**config.mk**
```make
export PLATFORM = sky130hd
export DESIGN_NAME = regfile_wb_arbiter
export DESIGN_NICKNAME = d
export VERILOG_FILES = /design/src/rtl/regfile_pkg.sv /design/src/rtl/rr_arb2.sv /design/src/rtl/regfile_wb_arbiter.sv
export SDC_FILE = /design/constraint.sdc
export NUM_CORES = 1
export LEC_CHECK = 0
export CELL_PAD_IN_SITES_DETAIL_PLACEMENT = 1
export CELL_PAD_IN_SITES_GLOBAL_PLACEMENT = 2
export CORE_ASPECT_RATIO = 1.1
export CORE_MARGIN = 5
export CORE_UTILIZATION = 24
export CTS_BUF_LIST = sky130_fd_sc_hd__clkbuf_16
export DETAILED_ROUTE_END_ITERATION = 8
export PLACE_DENSITY = 0.87
export RECOVER_POWER = 25
export SLEW_MARGIN = 20
export SYNTH_ARGS = -nofsm -noshare
export SYNTH_HDL_FRONTEND = slang
export SYNTH_SLANG_ARGS = --single-unit
```
**constraint.sdc**
```tcl
create_clock -name clk -period 3.93 [get_ports clk]
set_input_delay 0.9825 -clock clk [delete_from_list [all_inputs] [get_ports clk]]
set_output_delay 0.9825 -clock clk [all_outputs]
set_load 0.005 [all_outputs]
```
**src/rtl/regfile_pkg.sv**
```systemverilog
// Shared types for the register-file writeback path: default sizes, the
// writeback request bundle and the round-robin priority state.
package regfile_pkg;

    localparam int NUM_REGS_DEF = 32;
    localparam int REG_W_DEF    = 32;
    localparam int ADDR_W_DEF   = $clog2(NUM_REGS_DEF);

    typedef struct packed {
        logic                  valid;
        logic [ADDR_W_DEF-1:0] rd;
        logic [REG_W_DEF-1:0]  data;
    } wb_req_t;

    typedef enum logic {
        PRI0 = 1'b0,
        PRI1 = 1'b1
    } arb_state_e;

endpackage

```
**src/rtl/rr_arb2.sv**
```systemverilog
// Two-way round-robin grant with its own priority register; the grant is
// combinational from the requests, and the winner hands priority to the other side.
module rr_arb2
    import regfile_pkg::*;
(
    input  logic       clk,
    input  logic       reset,
    input  logic [1:0] i_req,
    output logic [1:0] o_gnt
);

    arb_state_e r_state;

    // Ties go to the favoured side; a lone request always wins; nothing during reset.
    always_comb begin
        o_gnt = 2'b00;
        if (!reset) begin
            if (i_req == 2'b11) begin
                o_gnt = (r_state == PRI0) ? 2'b01 : 2'b10;
            end else begin
                o_gnt = i_req;
            end
        end
    end

    always_ff @(posedge clk) begin
        if (reset) begin
            r_state <= PRI0;
        end else if (o_gnt[0]) begin
            r_state <= PRI1;
        end else if (o_gnt[1]) begin
            r_state <= PRI0;
        end
    end

endmodule

```
**src/rtl/regfile_wb_arbiter.sv**
```systemverilog
// Shares the register file write port between two writeback requesters with a
// one-cycle registered output stage. Optional forwarding ports: RF_WB_BYPASS_EN.
module regfile_wb_arbiter
    import regfile_pkg::*;
#(
    parameter int NUM_REGS = NUM_REGS_DEF,
    parameter int REG_W    = REG_W_DEF,
    parameter int CNT_W    = 16,
    localparam int ADDR_W  = $clog2(NUM_REGS)
) (
    input  logic              clk,
    input  logic              reset,
    input  logic              req0_valid,
    input  logic [ADDR_W-1:0] req0_rd,
    input  logic [REG_W-1:0]  req0_data,
    output logic              req0_ready,
    input  logic              req1_valid,
    input  logic [ADDR_W-1:0] req1_rd,
    input  logic [REG_W-1:0]  req1_data,
    output logic              req1_ready,
`ifdef RF_WB_BYPASS_EN
    input  logic [ADDR_W-1:0] rs,
    input  logic [ADDR_W-1:0] rt,
    output logic              byp_hit_rs,
    output logic [REG_W-1:0]  byp_data_rs,
    output logic              byp_hit_rt,
    output logic [REG_W-1:0]  byp_data_rt,
`endif
    output logic              rf_write_enable,
    output logic [ADDR_W-1:0] rf_rd,
    output logic [REG_W-1:0]  rf_write_data,
    output logic [CNT_W-1:0]  conflict_count
);

    logic [1:0]        w_gnt;
    logic              w_anyGnt;
    logic [ADDR_W-1:0] w_gntRd;
    logic [REG_W-1:0]  w_gntData;

    logic              r_we;
    logic [ADDR_W-1:0] r_rd;
    logic [REG_W-1:0]  r_data;
    logic [CNT_W-1:0]  r_conflict;

    rr_arb2 u_arb (
        .clk   (clk),
        .reset (reset),
        .i_req ({req1_valid, req0_valid}),
        .o_gnt (w_gnt)
    );

    assign req0_ready = w_gnt[0];
    assign req1_ready = w_gnt[1];
    assign w_anyGnt   = |w_gnt;
    assign w_gntRd    = w_gnt[1] ? req1_rd   : req0_rd;
    assign w_gntData  = w_gnt[1] ? req1_data : req0_data;

    // Writes to r0 are accepted upstream but never reach the register file.
    always_ff @(posedge clk) begin
        if (reset) begin
            r_we   <= 1'b0;
            r_rd   <= '0;
            r_data <= '0;
        end else if (w_anyGnt && (w_gntRd != '0)) begin
            r_we   <= 1'b1;
            r_rd   <= w_gntRd;
            r_data <= w_gntData;
        end else begin
            r_we   <= 1'b0;
        end
    end

    always_ff @(posedge clk) begin
        if (reset) begin
            r_conflict <= '0;
        end else if (req0_valid && req1_valid && (r_conflict != '1)) begin
            r_conflict <= r_conflict + CNT_W'(1);
        end
    end

    // A write still sitting in the output stage is dropped as soon as reset rises.
    assign rf_write_enable = r_we && !reset;
    assign rf_rd           = r_rd;
    assign rf_write_data   = r_data;
    assign conflict_count  = r_conflict;

`ifdef RF_WB_BYPASS_EN
    assign byp_hit_rs  = rf_write_enable && (rf_rd == rs) && (rs != '0);
    assign byp_data_rs = byp_hit_rs ? rf_write_data : '0;
    assign byp_hit_rt  = rf_write_enable && (rf_rd == rt) && (rt != '0);
    assign byp_data_rt = byp_hit_rt ? rf_write_data : '0;
`endif

endmodule

```
==> results.txt, run 1 <==
- Crit path time final: about 3.4 ns
* Distinct cell type count after synthesis: 45
* Number of global-route vias before repair: 2,878
- Row cnt: 40
- The filler cells instantiated in the layout total 1,307.
* FF+latch count, synth: 55
* DR WL/cell: 15.5 um
- Clock tree from TritonCTS: yes
* CTS buffer count: 5
- Synthesis handed over a netlist of just under 300 instances.
* Max-slew violation count: 0
* Antenna cell count: 0
* Antenna violations before repair: 0
- After the first detailed-routing iteration, the DRC count stood at 53.
* Die Height: approximately 120 um
- Entering global routing, the biggest net connects 57 pins.
* Area after DPL: 4150 sq um
* Critical path endpoint category: primary output
* Worst Path Max Fanout: 5
* Layout cells sized above 1: 0.0528
* Max clock buf depth: 2
- The H-tree was split into 2 levels.
- Mean cell area of the mapped netlist: slightly above 9 sq um
- Clock latency on the worst-skew pair: 0.29 ns
* Final net count: 495
- Type of the worst setup path: in -> out
* Global-route congestion overflow total: 0
- Worst endpoint data arrival time: 2.46 ns
* Total via count after detailed routing: 2,662
* Drt first pass iters: 5
- Setup ws final: 0.484 ns
- Combined global-route utilization of all metal layers: 0.126
- Sequential fraction of the synthesis area: 0.406
* Post-Layout Inst Area: 4290 sq um
- The sequential cells in the finished layout cover a total of around 1100 sq um.
- Pin slew with the least headroom to its limit: 0.668 ns
* Share of the clock period used by the worst path after layout: 0.877
- Post-layout instance count excluding filler cells: 564
- The tree built by TritonCTS fans out to 55 sinks.
* Clock Skews: 0.00508 ns
- Cell with the most instances after synthesis: sky130_fd_sc_hd__dfxtp_1
- Static leakage: roughly 1.7 nW
- The Yosys step of the flow raised 0 warnings.
- Detailed route wirelength on metal2: 4470 um
- Kind of start point of the critical path: input port
* Area of the multi-input gates: 1490 sq um
* Worst slack on hold paths: 0.480 ns
* Outcome: finished clean
* Register clock-pin slew on the reported worst setup and hold paths: 0.07 ns
- The first global-routing pass estimated between 10,000 and 15,000 um of wire.
- Final design utilization: 0.390
* Starting utilization of the core area: 0.246
* Top cell type's share of synthesized area: 0.406
- The worst pin sits at a relative slew slack of 0.555.
- Once the clock tree was built, the resizer swapped 0 gates to a different size.
- Setup repair after global routing left no endpoint under its margin.
- Worst-case register-to-register setup slack: a little under 2 ns
* Number of buffers added to fix hold violations after cts: 0
* Die area: 13,500 sq um
- Antenna Violating Nets Remaining: 0
- Power Total: 1.33 mW
- Async set-or-reset flop fraction in the synthesized netlist: 0
- WL met1: about 3700 um
* Fin Setup TNS: 0 ns
* Primary FF master, synth: sky130_fd_sc_hd__dfxtp_1
- The die is between 100 and 150 um wide.
- The detailed router used layers up to and including met4.
- Syn nets: ~370
* Worst min-delay path category: reg -> reg
- I/O pin cnt: 134
* # DRC: 0
- The number of hold violations in the final report was 0.
* Synth top cells by count: 55 x sky130_fd_sc_hd__dfxtp_1, 37 x sky130_fd_sc_hd__mux2i_1, 36 x sky130_fd_sc_hd__o21ai_1, 35 x sky130_fd_sc_hd__nand3b_1, 12 x sky130_fd_sc_hd__nor2_1
- For the worst setup path, the data required time is 2.95 ns.
- Worst slack, placed: 0.476 ns
- For this design the ratio of total power to cell area is 310 nW/um^2.
- Detailed placement finished with a half-perimeter wire length of 6600 um.
- After synthesis the cells add up to 2710 sq um.
- In the routed layout, each cell is associated on average with a via count of 4.72.
- Peak Freq: 290 MHz
- Core area: 11,000 sq um
- Post-CTS setup buffer count: 0
- Setup violations remaining at the end of the flow were counted as 0.
* Placer Congestion: 0.738
- VDD sags by at most 0.000171 V.
- By area the synthesized netlist is led by sky130_fd_sc_hd__dfxtp_1 41%, sky130_fd_sc_hd__mux2i_1 14%, sky130_fd_sc_hd__nand3b_1 9.7%.
* Detailed route wirelength on metal3: 522 um
- The largest total area in the synthesized netlist belongs to sky130_fd_sc_hd__dfxtp_1.
- In this run, placement finished with an instance count of 556.
- Area growth from synthesis to layout: 58.0%
- Max-cap violations in this run came to 0.
- Number of enable flip-flop cells after synthesis: 0
- Routed Wire Length: 8740 um
* Cell chosen for the clock root: sky130_fd_sc_hd__clkbuf_16
- Buffers placed on the I/O ports in this run total roughly 130.
cells by family (layout without fill, tap and decap cells):
logic type               count (synthesis)  count (layout)  share of synthesized area
XOR/XNOR                                 8               8                     0.0258
buffers and inverters                   27             151                     0.0530
AO/OA/AOI/OAI                           67              67                      0.148
AND/OR/NAND/NOR                         97              97                      0.222
flip-flops                              55              55                      0.406
multiplexers                            38              38                      0.141
adder cells (fa/ha/maj)                  1               1                    0.00461
sequential cells by signal, summed over array words and instances (netlist names):
name	count
conflict_count	16
rf_rd	5
u_arb.r_state	1
rf_write_data	32
r_we	1
final timing paths:
kind                      from                 to  cells past startpoint
max                 req1_valid         req1_ready                      5
min          rf_write_data[25]  rf_write_data[25]                      2
max reg2reg      u_arb.r_state           rf_rd[2]                      6
min reg2reg  rf_write_data[25]  rf_write_data[25]                      2
worst max-delay path, stage by stage:
cell and delay, ns:
sky130_fd_sc_hd__clkdlybuf4s50_1 0.54, sky130_fd_sc_hd__nand2b_1 0.13, sky130_fd_sc_hd__nand2b_2 0.23, sky130_fd_sc_hd__inv_2 0.05, sky130_fd_sc_hd__clkdlybuf4s50_1 0.52
cell usage in the layout, fill, tap and decap left out, types with 5 or more instances in the layout:
master,instances
sky130_fd_sc_hd__inv_1,5
sky130_fd_sc_hd__xnor2_1,5
sky130_fd_sc_hd__nand2_1,9
sky130_fd_sc_hd__nor3_1,5
sky130_fd_sc_hd__mux2i_1,37
sky130_fd_sc_hd__nand3b_1,35
sky130_fd_sc_hd__clkdlybuf4s50_1,107
sky130_fd_sc_hd__dfxtp_1,55
sky130_fd_sc_hd__o21ai_1,36
sky130_fd_sc_hd__dlygate4sd3_1,25
sky130_fd_sc_hd__nor2_1,12
sky130_fd_sc_hd__nand3_1,7
sky130_fd_sc_hd__clkbuf_16,5
sky130_fd_sc_hd__a21oi_1,10
metal layers:
metal / up-vias / global-route usage
met5: - / 0
met4: 0 / 0.0312
met1: 1278 / 0.148
li1: 1308 / -
met3: 2 / 0.0412
met2: 74 / 0.224
power by group:
part           internal [mW]  switching [mW]
Sequential             0.597          0.0206
Clock                  0.230           0.198
Combinational          0.172           0.109
Total                   1.00           0.328
final cells by class:
type,count,share of cell area
Clock inverter,3,0.00263
Tap cell,147,0.0429
Timing Repair Buffer,137,0.316
Inverter,6,0.00525
Multi-Input combinational cell,211,0.347
Clock buffer,5,0.0292
Sequential cell,55,0.257
(Power assumes the default switching activity.)
==> run 2: changes to the inputs <==
- CORE_UTILIZATION: 24 -> 37
- DONT_BUFFER_PORTS: unset -> 1
- PLACE_DENSITY: 0.87 -> 0.84
==> run 2 against run 1 <==
Effect of this change:
- clock power is 2% lower
- non-clock buffer count is 135 lower
- routed wire length is 21% lower
- flip-flop and latch count stayed put
- die area is 32% lower
- register-to-register slack worse by 0.02 ns
- critical path type unchanged
- largest power group unchanged
==> results.txt, run 2 (synthesis results as in run 1) <==
- The maximum number of buffers from clock root to sink came to 2 (unchanged).
- Antenna cell count: 0 (unchanged)
- Global-route wire length before repair: 10,800 um (-24%)
* Max-slew violation count: 0 (unchanged)
- The instance area after placement was 2750 sq um (-34%).
- The residual DRC count was 0 (unchanged).
- The biggest cell delay along the critical path came to 0.30 ns (-0.24 ns).
- The half-perimeter wire length of the detailed placement result was 5140 um (-22%).
* Die Height: 99.8 um (-18%)
* Final design utilization: 0.406 (+0.0169)
- The remaining max-slew budget at the tightest pin is 0.493 (-0.0623).
* Worst endpoint data arrival time: 1.56 ns (-0.90 ns)
- The slew at the pin closest to its max-slew limit was 0.761 ns (+0.0935 ns).
- I/O pin cnt: 134 (unchanged)
* CTS buffer count: 5 (unchanged)
- The final setup skew came to 0.00312 ns (-0.00196 ns).
- The via count came to 2,127 (-20%).
- Comb pwr share: 0.094 (-0.118)
- The effective utilization at floorplan came to 0.383 (+0.136).
* Number of global-route vias before repair: 2,143 (-26%)
- From synthesis to final layout, the design area changed by 6.13%.
* Net switching share of the total power: 0.243 (-0.00383)
* Antenna Violating Nets Remaining: 0 (unchanged)
* Crit path time final: 2.54 ns (-0.903 ns)
* Static leakage: 1.16 nW (-32%)
- The total number of H-tree levels is 2 (unchanged).
- Layout cells sized above 1: 0.0712 (+0.0184)
- The number of buffers added to fix hold violations after cts is 0 (unchanged).
- Worst Path Max Fanout: 59 (+54)
- The power density normalized to cell area is 404 nW/um^2 (+31%).
- Cells along the critical path: nand2b_1 > nand2b_2 > inv_2
* Maximum number of pins on one net before global-route repair: 60 (+5.3%)
- For this design, the slowest cell found on the critical path is sky130_fd_sc_hd__nand2b_2.
- Clock tree from TritonCTS: yes
- The run finished with clean final reports.
* Max Cap Violations: 0 (unchanged)
- The top cell types in the final layout, fill and taps aside, are 55 x sky130_fd_sc_hd__dfxtp_1, 37 x sky130_fd_sc_hd__mux2i_1, 36 x sky130_fd_sc_hd__o21ai_1.
* Core area: 7090 sq um (-36%)
- Type of the worst setup path: in -> out
* Fill cell total of the finished layout: 813 (-38%)
* Post-Layout Inst Area: 2880 sq um (-33%)
- Critical path endpoint category: primary output
- The final critical-path share of the clock period was 0.647 (-0.230).
* Global-route congestion overflow total: 0 (unchanged)
* Antenna violations before repair: 0 (unchanged)
* Share of total power in sequential cells: 0.543 (+0.078)
- The tree is rooted in a sky130_fd_sc_hd__clkbuf_16.
* Horizontal extent of the die: 91.7 um (-18%)
- The number of buffer and inverter stages on the critical path came to 1 (-2).
* Category of cells accounting for the largest share of critical-path delay: simple AND/OR/NAND/NOR gates
- Flip-flop count of the largest register after layout: 32 (unchanged)
- The average via count per standard cell came to 5.81 (+23%).
- Worst min-delay path category: reg -> reg
- The internal power consumption came to 0.881 mW (-12%).
- Leaving out fill and tap cells, the most frequent cell in the layout is sky130_fd_sc_hd__dfxtp_1.
- The data required time at the worst endpoint was 2.95 ns (about the same).
- # clock sinks: 55 (unchanged)
* # port buffers: 0 (-100%)
* Clock network fraction of total power: 0.363 (+0.040)
* Worst-case register-to-register setup slack: 1.92 ns (-0.02 ns)
- Register clock-pin slew on the reported worst setup and hold paths: 0.07 ns (about the same)
- Post-CTS setup buffer count: 0 (unchanged)
- The die area came to 9150 sq um (-32%).
- Setup repair after global routing left no endpoint under its margin.
- Clock latency on the worst-skew pair: 0.29 ns (about the same)
* Fin Setup TNS: 0 ns (unchanged)
* Row cnt: 32 (-20%)
- Final net count: 360 (-27%)
- Kind of start point of the critical path: input port
* First-iteration detailed-routing DRC count: 45 (-15%)
- Hold Violations, Final: 0 (unchanged)
- Number of instances resized during post-cts repair: 0 (unchanged)
* Drt first pass iters: 4 (-1)
- Peak Freq: 393 MHz (+35%)
- The total routing resource utilization after global routing was 0.146 (+0.0200).
* Max VDD drop: 0.000160 V (-6.3%)
- The reported net switching power came to 0.283 mW (-14%).
* Routed Wire Length: 6890 um (-21%)
- Placer Congestion: 0.746 (+1.0%)
* Number of setup violations in the final report: 0 (unchanged)
- DR WL/cell: 18.8 um (+21%)
[run 2: final cells by class]
type | instances | area [sq um] | share of cell area
clock inverters | 2 | 8.76 | 0.00304
repair buffers | 2 | 27.5 | 0.00956
inverters | 6 | 22.5 | 0.00782
flip-flops and latches | 55 | 1100 | 0.382
well taps | 85 | 106 | 0.0369
multi-input cells | 211 | 1490 | 0.517
clock buffers | 5 | 125 | 0.0434
[run 2: stage by stage]
stage	total power [mW]	worst slack, ns	hold WS, ns	instances
6_report	1.16	1.39	0.493	366
5_1_grt	1.22	1.34	0.524	366
4_1_cts	1.18	1.38	0.497	366
3_5_place_dp	0.758	1.24	0.484	359
3_3_place_gp	0.753	1.31	0.483	359
2_1_floorplan	0.738	1.15	0.463	293
[run 2: final timing paths]
check / from / to / cells after the start
setup / recovery: reset / req1_ready / 3
hold reg to reg: u_arb.r_state / u_arb.r_state / 2
hold / removal: u_arb.r_state / u_arb.r_state / 2
setup reg to reg: u_arb.r_state / rf_rd[2] / 6
[run 2: power groups by stage]
stage / Combinational (mW) / Clock, mW / Sequential (mW)
floorplan: 0.104 / 0 / 0.634
global placement: 0.108 / 0 / 0.645
detailed placement: 0.112 / 0 / 0.646
CTS: 0.112 / 0.439 / 0.634
global route: 0.124 / 0.458 / 0.638
finish: 0.109 / 0.422 / 0.632
[run 2: per-layer routing]
layer,global-route usage,vias to the layer above,share of wire
met5,0,-,0
met1,0.175,994,0.41
met2,0.237,90,0.47
li1,-,1033,-
met4,0.0522,0,0.018
met3,0.0600,10,0.10
[run 2: worst register-to-register path, delay by kind of cell, from the launching register on]
kind                   cells  cell delay, ns
AOI/OAI and AO/OA          2            0.33
buffers and inverters      1            0.50
muxes                      1            0.36
and+or+nand+nor            2            0.40
DFF                        1            0.33
